<file path="config.mk">
export PLATFORM = sky130hd
export DESIGN_NAME = memory_arbiter
export DESIGN_NICKNAME = d
export VERILOG_FILES = /design/src/rtl/memory_arbiter.sv
export SDC_FILE = /design/constraint.sdc
export NUM_CORES = 1
export LEC_CHECK = 0
export BUFFER_PORTS_ARGS = -buffer_cell sky130_fd_sc_hd__buf_2
export CORE_MARGIN = 4
export CORE_UTILIZATION = 42
export DETAILED_ROUTE_END_ITERATION = 16
export HOLD_SLACK_MARGIN = 0.1
export PLACE_DENSITY = 0.76
export SLEW_MARGIN = 0
export SYNTH_ARGS = -nofsm -noshare
export SYNTH_HDL_FRONTEND = slang
export SYNTH_SLANG_ARGS = --single-unit
export TNS_END_PERCENT = 5
</file>
<file path="constraint.sdc">
create_clock -name clk -period 3.3 [get_ports clk]
set_input_delay 0 -clock clk [delete_from_list [all_inputs] [get_ports clk]]
set_output_delay 0 -clock clk [all_outputs]
set_load 0.1 [all_outputs]
</file>
<file path="src/rtl/memory_arbiter.sv">
// Single-port memory arbiter: serialises an instruction-fetch port and a data port onto one
// fixed-latency RAM port, data first. Optional hit counters are enabled with MEMARB_PERF_EN.
module memory_arbiter #(
  parameter int unsigned LAT = 2
) (
  input  logic        clk,
  input  logic        rst,
  input  logic        iREN,
  input  logic [31:0] iaddr,
  input  logic        dREN,
  input  logic        dWEN,
  input  logic [31:0] daddr,
  input  logic [31:0] dstore,
  output logic        ihit,
  output logic [31:0] iload,
  output logic        dhit,
  output logic [31:0] dload,
  output logic        ramREN,
  output logic        ramWEN,
  output logic [31:0] ramaddr,
  output logic [31:0] ramstore,
  input  logic [31:0] ramload
`ifdef MEMARB_PERF_EN
  ,
  output logic [31:0] icount,
  output logic [31:0] dcount
`endif
);

  localparam logic [3:0] CntInit = 4'(LAT - 1);

  typedef enum logic [1:0] {
    StIdle,
    StDacc,
    StIacc
  } state_e;

  state_e      state_q, state_d;
  logic [3:0]  cnt_q, cnt_d;
  logic        kind_q, kind_d;  // 1: write
  logic [31:0] addr_q, addr_d;
  logic [31:0] store_q, store_d;
  logic        ram_ren_q, ram_ren_d;
  logic        ram_wen_q, ram_wen_d;
  logic [31:0] iload_q, iload_d;
  logic [31:0] dload_q, dload_d;

  // Hits decode from registered state only; the last access cycle is the one with cnt at zero.
  assign ihit = (state_q == StIacc) && (cnt_q == 4'd0);
  assign dhit = (state_q == StDacc) && (cnt_q == 4'd0);

  assign iload = ihit ? ramload : iload_q;
  assign dload = (dhit && !kind_q) ? ramload : dload_q;

  assign ramREN   = ram_ren_q;
  assign ramWEN   = ram_wen_q;
  assign ramaddr  = addr_q;
  assign ramstore = store_q;

  always_comb begin
    state_d   = state_q;
    cnt_d     = cnt_q;
    kind_d    = kind_q;
    addr_d    = addr_q;
    store_d   = store_q;
    ram_ren_d = 1'b0;
    ram_wen_d = 1'b0;
    iload_d   = iload;
    dload_d   = dload;

    unique case (state_q)
      StIdle: begin
        if (dWEN || dREN) begin
          state_d   = StDacc;
          kind_d    = dWEN;
          addr_d    = daddr;
          store_d   = dstore;
          cnt_d     = CntInit;
          ram_ren_d = !dWEN;
          ram_wen_d = dWEN;
        end else if (iREN) begin
          state_d   = StIacc;
          kind_d    = 1'b0;
          addr_d    = iaddr;
          cnt_d     = CntInit;
          ram_ren_d = 1'b1;
        end
      end
      StDacc, StIacc: begin
        // No re-arbitration on completion: requesters drop their levels only after the hit.
        if (cnt_q == 4'd0) begin
          state_d = StIdle;
        end else begin
          cnt_d     = cnt_q - 4'd1;
          ram_ren_d = ram_ren_q;
          ram_wen_d = ram_wen_q;
        end
      end
      default: begin
        state_d = StIdle;
      end
    endcase
  end

  always_ff @(posedge clk or posedge rst) begin
    if (rst) begin
      state_q   <= StIdle;
      cnt_q     <= 4'd0;
      kind_q    <= 1'b0;
      addr_q    <= 32'd0;
      store_q   <= 32'd0;
      ram_ren_q <= 1'b0;
      ram_wen_q <= 1'b0;
      iload_q   <= 32'd0;
      dload_q   <= 32'd0;
    end else begin
      state_q   <= state_d;
      cnt_q     <= cnt_d;
      kind_q    <= kind_d;
      addr_q    <= addr_d;
      store_q   <= store_d;
      ram_ren_q <= ram_ren_d;
      ram_wen_q <= ram_wen_d;
      iload_q   <= iload_d;
      dload_q   <= dload_d;
    end
  end

`ifdef MEMARB_PERF_EN
  logic [31:0] icount_q, icount_d;
  logic [31:0] dcount_q, dcount_d;

  // Saturating hit counters.
  always_comb begin
    icount_d = icount_q;
    dcount_d = dcount_q;
    if (ihit && (icount_q != 32'hFFFF_FFFF)) begin
      icount_d = icount_q + 32'd1;
    end
    if (dhit && (dcount_q != 32'hFFFF_FFFF)) begin
      dcount_d = dcount_q + 32'd1;
    end
  end

  always_ff @(posedge clk or posedge rst) begin
    if (rst) begin
      icount_q <= 32'd0;
      dcount_q <= 32'd0;
    end else begin
      icount_q <= icount_d;
      dcount_q <= dcount_d;
    end
  end

  assign icount = icount_q;
  assign dcount = dcount_q;
`endif

endmodule
</file>
==> results of run 1 <==
[cell type report]
cell class	count	area share
well taps	176	0.0242
multi-input cells	233	0.235
clock inverters	10	0.0151
repair buffers	397	0.293
inverters	6	0.00289
flip-flops and latches	137	0.377
clock buffers	22	0.0533
[Yosys cell counts (all sizes together) (2+ instances only)]
master | instances | area (sq um)
a21oi | 2 | 10.0
inv | 6 | 22.5
nor2 | 3 | 13.8
mux2i | 32 | 320
mux2 | 97 | 1200
o21ai | 37 | 189
ha | 5 | 62.6
o22ai | 2 | 12.5
buf | 18 | 169
nand2 | 35 | 131
o31ai | 4 | 30.0
and2 | 2 | 15.0
clkbuf | 4 | 17.5
dfrtp | 137 | 3430
nand3 | 2 | 10.0
nor2b | 2 | 12.5
[cells by family (layout without fill, tap and decap cells)]
family | Yosys count | count (layout) | synth area share
multiplexers | 129 | 129 | 0.265
adder cells (fa/ha/maj) | 5 | 5 | 0.0109
flip-flops | 137 | 137 | 0.597
buffers and inverters | 28 | 435 | 0.0364
AO/OA/AOI/OAI | 48 | 48 | 0.0462
AND/OR/NAND/NOR | 51 | 51 | 0.0451
[metrics by stage]
stage,area (sq um),utilization,hold WS [ns]
after global routing,9090,0.684,0.266
after detailed placement,7160,0.538,0.236
final,9090,0.684,0.260
after global placement,7160,0.538,0.230
after CTS,9090,0.684,0.254
after floorplan,5750,-,0.150
[critical path, stage by stage (launching register included)]
cell and delay [ns]:
dfrtp_1 0.39, inv_1 0.12, ha_1 0.18, nor3b_4 0.36, and2_4 0.60, mux2_2 0.42
buf_2 0.30
[flip-flops by register name, summed over array words and instances, names as in the netlist]
register / cells
dload_q: 32
iload_q: 32
ramaddr: 32
ramstore: 32
cnt_q: 4
state_q: 2
kind_q: 1
ramREN: 1
ramWEN: 1
[worst paths after layout]
| path | endpoint | slack [ns] | cells past startpoint |
|---|---|---|---|
| min in group asynchronous | ramstore[15]$_DFFE_PP0P_ | 0.35 | 3 |
| worst max-delay path | iload[0] | 0.48 | 6 |
| max in group asynchronous | dload_q[23]$_DFF_PP0_ | 1.97 | 4 |
| worst max register to register | iload_q[0]$_DFF_PP0_ | 1.07 | 5 |
| worst min register to register | ramaddr[16]$_DFFE_PP0P_ | 0.47 | 2 |
| worst min-delay path | cnt_q[2]$_DFFE_PP0P_ | 0.26 | 4 |
[metal layers]
layer / global-route usage / up-vias / routed length (microns)
met5: 0 / - / 0
met4: 0.0784 / 0 / 393
met3: 0.0823 / 37 / 1200
met2: 0.383 / 215 / 8720
met1: 0.242 / 2331 / 6300
li1: - / 2180 / -
==> flow_summary.ini, run 1 <==
[detailed_routing]
vias = 4763
drtIter0Drc = 180
avgViaCountPerCell = 4.86
wl_mm = 16.6
post-route-drc-count = 0
dr.pass1.iters = 5
ant_nets = 0
routedWlPerCell_microns = 16.9

[timing]
period_share = 0.853
drv_slew = 0
rsz0062_at_grt = no
slew-limit-headroom = 0.188
fmax_mhz = 355
fin_crit_ns = 2.82
worstMarginPinSlew_ns = 1.22
clock_skew_ns = 0.0170
hold_viol_final = 0
fin_ws_ns = 0.484
finalSetupTns_ns = 0
setup-violations-final = 0

[finish]
syn_to_final_growth_pct = 58.2
multiInputGateArea_sq_um = 2130
seqCellArea_sq_um = 3430
antenna_cells = 0
layout.cells.non_filler = 981
final_common_cell = buf_2
layout_common_cells = 264 x buf_2, 137 x dfrtp_1, 131 x dlygate4sd3_1, 68 x mux2_2, 36 x o21ai_0
drive_gt1_frac = 0.499
nets = 930
nFillCells = 886

[critical_path]
path_max_fanout = 33
end_kind = primary output
start_kind = flop
startpoint = cnt_q[0]$_DFFE_PP0P_
cp.required_ns = 3.30
crit_type = reg -> out
worstPathArrival_ns = 2.82
reg2reg_from = cnt_q[0]$_DFFE_PP0P_

[yosys]
synth_edf_count = 0
syn_inst = 398
synth_seq_cells = 137
synth_cell_types = 33
synthFlopType = dfrtp_1
syn-num-nets = 536
ys_warn_count = 0
ys_async_sr_fraction = 1.00
avgSynthCellArea_sq_um = 14.4
synth_area_sq_um = 5750
yosysSeqAreaShare = 0.597

[placement]
gp_congestion = 0.822
port_buffers = 264
dp_slack_ns = 0.912
place_inst = 818
place_hpwl_mm = 10.4

[floorplan]
die_h_microns = 125
initial_core_util = 0.432
ios = 265
coreArea_sq_um = 13300
die_x_microns = 125
die_area_sq_um = 15600
rows = 42

[clocking]
htreeDepth = 4
cts_hold_buf = 131
clockRootBuffer = clkbuf_16
cts_sinks = 137
clk_latency_ns = 0.42
clkTransAtPathRegs_ns = 0.05
clock_path_buffers = 2
post_cts_buffers = 0
cts_tree = yes
cts_buffers = 17
ctsResizeCount = 0

[hold_path]
hold_path.class = in -> reg
min_from = dREN

[run_status]
status = finished, final reports clean

[grt]
antenna_found_initial = 0
grt_pass1_wl_mm = 27.6
grt_max_degree = 96
grt_pass1_vias = 5356
grt_usage = 0.218
grt_overflow = 0

[run]
max_cap_violations = 0
Power of run 1 is left out: the tool's default activity adds up to more than one toggle a clock period on the data nets, which glitch-free logic cannot reach.
==> run 2, diff against run 1 <==
CORE_UTILIZATION = 47   (was 42)
PLACE_DENSITY = 0.8   (was 0.76)
clock period = 2.65 ns   (was 3.3 ns; I/O delays follow)
==> flow_summary.ini, run 2 (synthesized netlist as in run 1, its figures left out) <==
[timing]
setup-violations-final = 0
fin_crit_ns = 2.52
fmax_mhz = 397
hold_viol_final = 0
clock_skew_ns = 0.00978
finalSetupTns_ns = 0
drv_slew = 0
worstMarginPinSlew_ns = 0.897
period_share = 0.951
slew-limit-headroom = 0.401
rsz0062_at_grt = no

[clocking]
cts_tree = yes
cts_sinks = 137
clk_latency_ns = 0.42
clkTransAtPathRegs_ns = 0.06
clock_path_buffers = 2
htreeDepth = 4
cts_buffers = 17
clockRootBuffer = clkbuf_16

[grt]
grt_overflow = 0
antenna_found_initial = 0
grt_usage = 0.269
grt_max_degree = 59
grt_pass1_vias = 5596
grt_pass1_wl_mm = 29.6

[run]
max_cap_violations = 0

[critical_path]
worstPathArrival_ns = 2.52
cpMaxStageDelayCell = buf_2
cp_num_buf_inv = 3
path_max_fanout = 16
cp.required_ns = 2.65
cp_slowest_stage_delay_ns = 0.44
cp_top_family = buffers and inverters
path_cells = inv_1 > ha_1 > nor3b_4 > buf_4 > nand3b_4 > mux2_2 > buf_2
crit_type = reg -> out
start_kind = flop
end_kind = primary output

[floorplan]
rows = 40
ios = 265
die_h_microns = 119
coreArea_sq_um = 12000
die_x_microns = 119
initial_core_util = 0.478
die_area_sq_um = 14100

[detailed_routing]
post-route-drc-count = 0
routedWlPerCell_microns = 18.9
drtIter0Drc = 283
wl_mm = 18.4
avgViaCountPerCell = 5.10
ant_nets = 0
dr.pass1.iters = 4
vias = 4947

[hold_path]
hold_path.class = in -> reg

[finish]
nets = 948
layout.cells.non_filler = 970
drive_gt1_frac = 0.499
syn_to_final_growth_pct = 59.8
final_common_cell = buf_2
layout_common_cells = 264 x buf_2, 138 x dlygate4sd3_1, 137 x dfrtp_1, 68 x mux2_2, 36 x o21ai_0

[placement]
place_hpwl_mm = 10.4
place_inst = 793
port_buffers = 264
gp_congestion = 0.776

[run_status]
status = finished, final reports clean
[run 2: final cells by class]
type	instances	area (sq um)
timing repair buffer	414	2840
clock buffer	21	450
sequential	137	3430
antenna	1	2.50
multi-input combinational	234	2150
inverter	6	26.3
clock inverter	10	98.8
tap	147	184
fill	675	2830
[run 2: worst reg2reg max path, cell delays in order (launching register included)]
cell           delay [ns]
dfrtp_1              0.38
inv_1                0.10
ha_1                 0.34
o31ai_4              0.28
nand2_1              0.16
o21ai_0              0.11
dlygate4sd3_1        0.61
[run 2: worst paths after layout]
path / end / from / slack, ns / cells past startpoint
worst min register to register: ramaddr[9]$_DFFE_PP0P_ / ramaddr[9]$_DFFE_PP0P_ / 0.48 / 2
worst max-delay path: dload[17] / cnt_q[0]$_DFFE_PP0P_ / 0.13 / 7
worst max register to register: ramaddr[6]$_DFFE_PP0P_ / state_q[0]$_DFFE_PP0P_ / 0.56 / 6
worst min-delay path: kind_q$_DFFE_PP0P_ / dWEN / 0.16 / 4
min in group asynchronous: iload_q[22]$_DFF_PP0_ / rst / 0.32 / 3
max in group asynchronous: dload_q[22]$_DFF_PP0_ / rst / 1.54 / 4
[run 2: per-stage QoR]
step	worst slack, ns	area [sq um]	hold slack [ns]	utilization
2_1_floorplan	0.588	5750	0.150	-
3_3_place_gp	0.382	7180	0.218	0.598
3_5_place_dp	0.323	7180	0.235	0.598
4_1_cts	0.132	9180	0.136	0.764
5_1_grt	0.00102	9180	0.193	0.764
6_report	0.131	9180	0.156	0.764
[run 2: timing repair]
action                     in CTS  in global routing
setup endpoints to repair      50                  0
buffers inserted                6                  0
resized for setup               1                  0
hold buffers                  138                  0
hold endpoints to repair      171                  0
[run 2: routing by layer]
metal	wire [microns]	vias up	share of wire	GRT usage
met5	0	-	0	0
met4	519	0	0.028	0.114
met3	1380	47	0.075	0.0785
met2	9580	254	0.52	0.480
met1	6900	2431	0.38	0.297
li1	-	2215	-	-
Power of run 2 is left out for the same reason.
==> run 3, diff against run 2 <==
CORE_ASPECT_RATIO = 1.75   (was default)
==> flow_summary.ini, run 3 (synthesized netlist as in run 1, its figures left out) <==
[critical_path]
cpMaxStageDelayCell = mux2_2
start_kind = flop
worstPathArrival_ns = 2.54
cp.required_ns = 2.65
cp_num_buf_inv = 2
end_kind = primary output
path_max_fanout = 32
path_cells = inv_1 > ha_1 > nor3b_4 > nand3b_4 > mux2_2 > buf_4
crit_type = reg -> out
cp_top_family = simple AND/OR/NAND/NOR gates
cp_slowest_stage_delay_ns = 0.47

[detailed_routing]
vias = 5048
post-route-drc-count = 0
dr.pass1.iters = 5
wl_mm = 19.5
routedWlPerCell_microns = 19.7
avgViaCountPerCell = 5.10
drtIter0Drc = 138
ant_nets = 0

[timing]
hold_viol_final = 0
slew-limit-headroom = 0.335
setup-violations-final = 0
drv_slew = 0
clock_skew_ns = 0.0101
fmax_mhz = 394
fin_crit_ns = 2.54
finalSetupTns_ns = 0
period_share = 0.959
hold_ws_ns = 0.193
rsz0062_at_grt = yes
worstMarginPinSlew_ns = 0.995
fin_ws_ns = 0.110

[hold_path]
hold_path.class = in -> reg

[clocking]
cts_tree = yes
clk_latency_ns = 0.40
htreeDepth = 4
cts_buffers = 17
cts_sinks = 137
clockRootBuffer = clkbuf_16
clock_path_buffers = 2
clkTransAtPathRegs_ns = 0.05

[grt]
grt_usage = 0.271
grt_pass1_vias = 5704
grt_pass1_wl_mm = 29.8
grt_overflow = 0
antenna_found_initial = 1
grt_max_degree = 67

[floorplan]
die_h_microns = 154
die_x_microns = 91.6
ios = 265
rows = 53
die_area_sq_um = 14100
coreArea_sq_um = 12000
initial_core_util = 0.479

[placement]
place_hpwl_mm = 10.7
port_buffers = 264
placed_area_sq_um = 7200
dp_slack_ns = 0.335
gp_congestion = 0.808

[finish]
final_common_cell = buf_2
syn_to_final_growth_pct = 62.8
nets = 947
stdcell_area_sq_um = 9360
drive_gt1_frac = 0.510
layout_common_cells = 214 x buf_2, 137 x dfrtp_1, 131 x dlygate4sd3_1, 67 x mux2_2, 64 x buf_4

[run_status]
status = finished, final reports clean

[run]
max_cap_violations = 0
run 3: cell types whose count changed in the layout (fill, tap and decap cells not counted), moves of 2 or more:
| cell | before | now |
|---|---|---|
| buf_4 | 8 | 64 |
| inv_6 | 0 | 2 |
| bufinv_16 | 1 | 3 |
| clkbuf_1 | 3 | 1 |
| dlygate4sd3_1 | 138 | 131 |
| buf_6 | 0 | 2 |
| buf_2 | 264 | 214 |
run 3: layer usage:
layer  vias up  global-route usage  share of wire
li1       2221                   -              -
met1      2466               0.284           0.34
met2       291               0.487           0.54
met3        70              0.0710          0.070
met4         0               0.150          0.048
met5         -                   0              0
run 3: worst reg2reg max path, stage by stage, from the launching register on:
cell	delay (ns)
dfrtp_1	0.38
inv_1	0.10
ha_1	0.34
nor4b_1	0.69
a211oi_1	0.14
mux2_2	0.31
run 3: area by class of cell:
| class | instances | area, sq um |
|---|---|---|
| sequential | 137 | 3430 |
| timing repair buffer | 414 | 2950 |
| fill | 659 | 2650 |
| multi-input combinational | 233 | 2130 |
| clock buffer | 19 | 443 |
| tap | 165 | 206 |
| clock inverter | 13 | 170 |
| inverter | 6 | 26.3 |
| antenna | 2 | 5.00 |
run 3: through the flow:
step | std cells | utilization
after detailed placement | 812 | 0.600
after CTS | 975 | 0.771
after global routing | 988 | 0.779
after global placement | 812 | 0.600
final | 989 | 0.779
after floorplan | 398 | -
run 3: what timing repair did:
item	4_1_cts	5_1_grt
hold endpoints to repair	176	0
pin swaps	1	1
hold buffers	131	0
resized for setup	51	2
buffers inserted	0	12
endpoints found under the setup margin	50	53
run 3: worst paths after layout:
check	startpoint	to	slack [ns]	depth (start not counted)
worst max-delay path	cnt_q[0]$_DFFE_PP0P_	dload[21]	0.11	6
worst min-delay path	dREN	state_q[1]$_DFFE_PP0P_	0.19	4
worst max register to register	state_q[0]$_DFFE_PP0P_	cnt_q[0]$_DFFE_PP0P_	0.57	5
worst min register to register	ramaddr[25]$_DFFE_PP0P_	ramaddr[25]$_DFFE_PP0P_	0.48	2
max in group asynchronous	rst	ramaddr[26]$_DFFE_PP0P_	1.50	4
min in group asynchronous	rst	iload_q[17]$_DFF_PP0_	0.38	3
Power of run 3 is left out for the same reason.
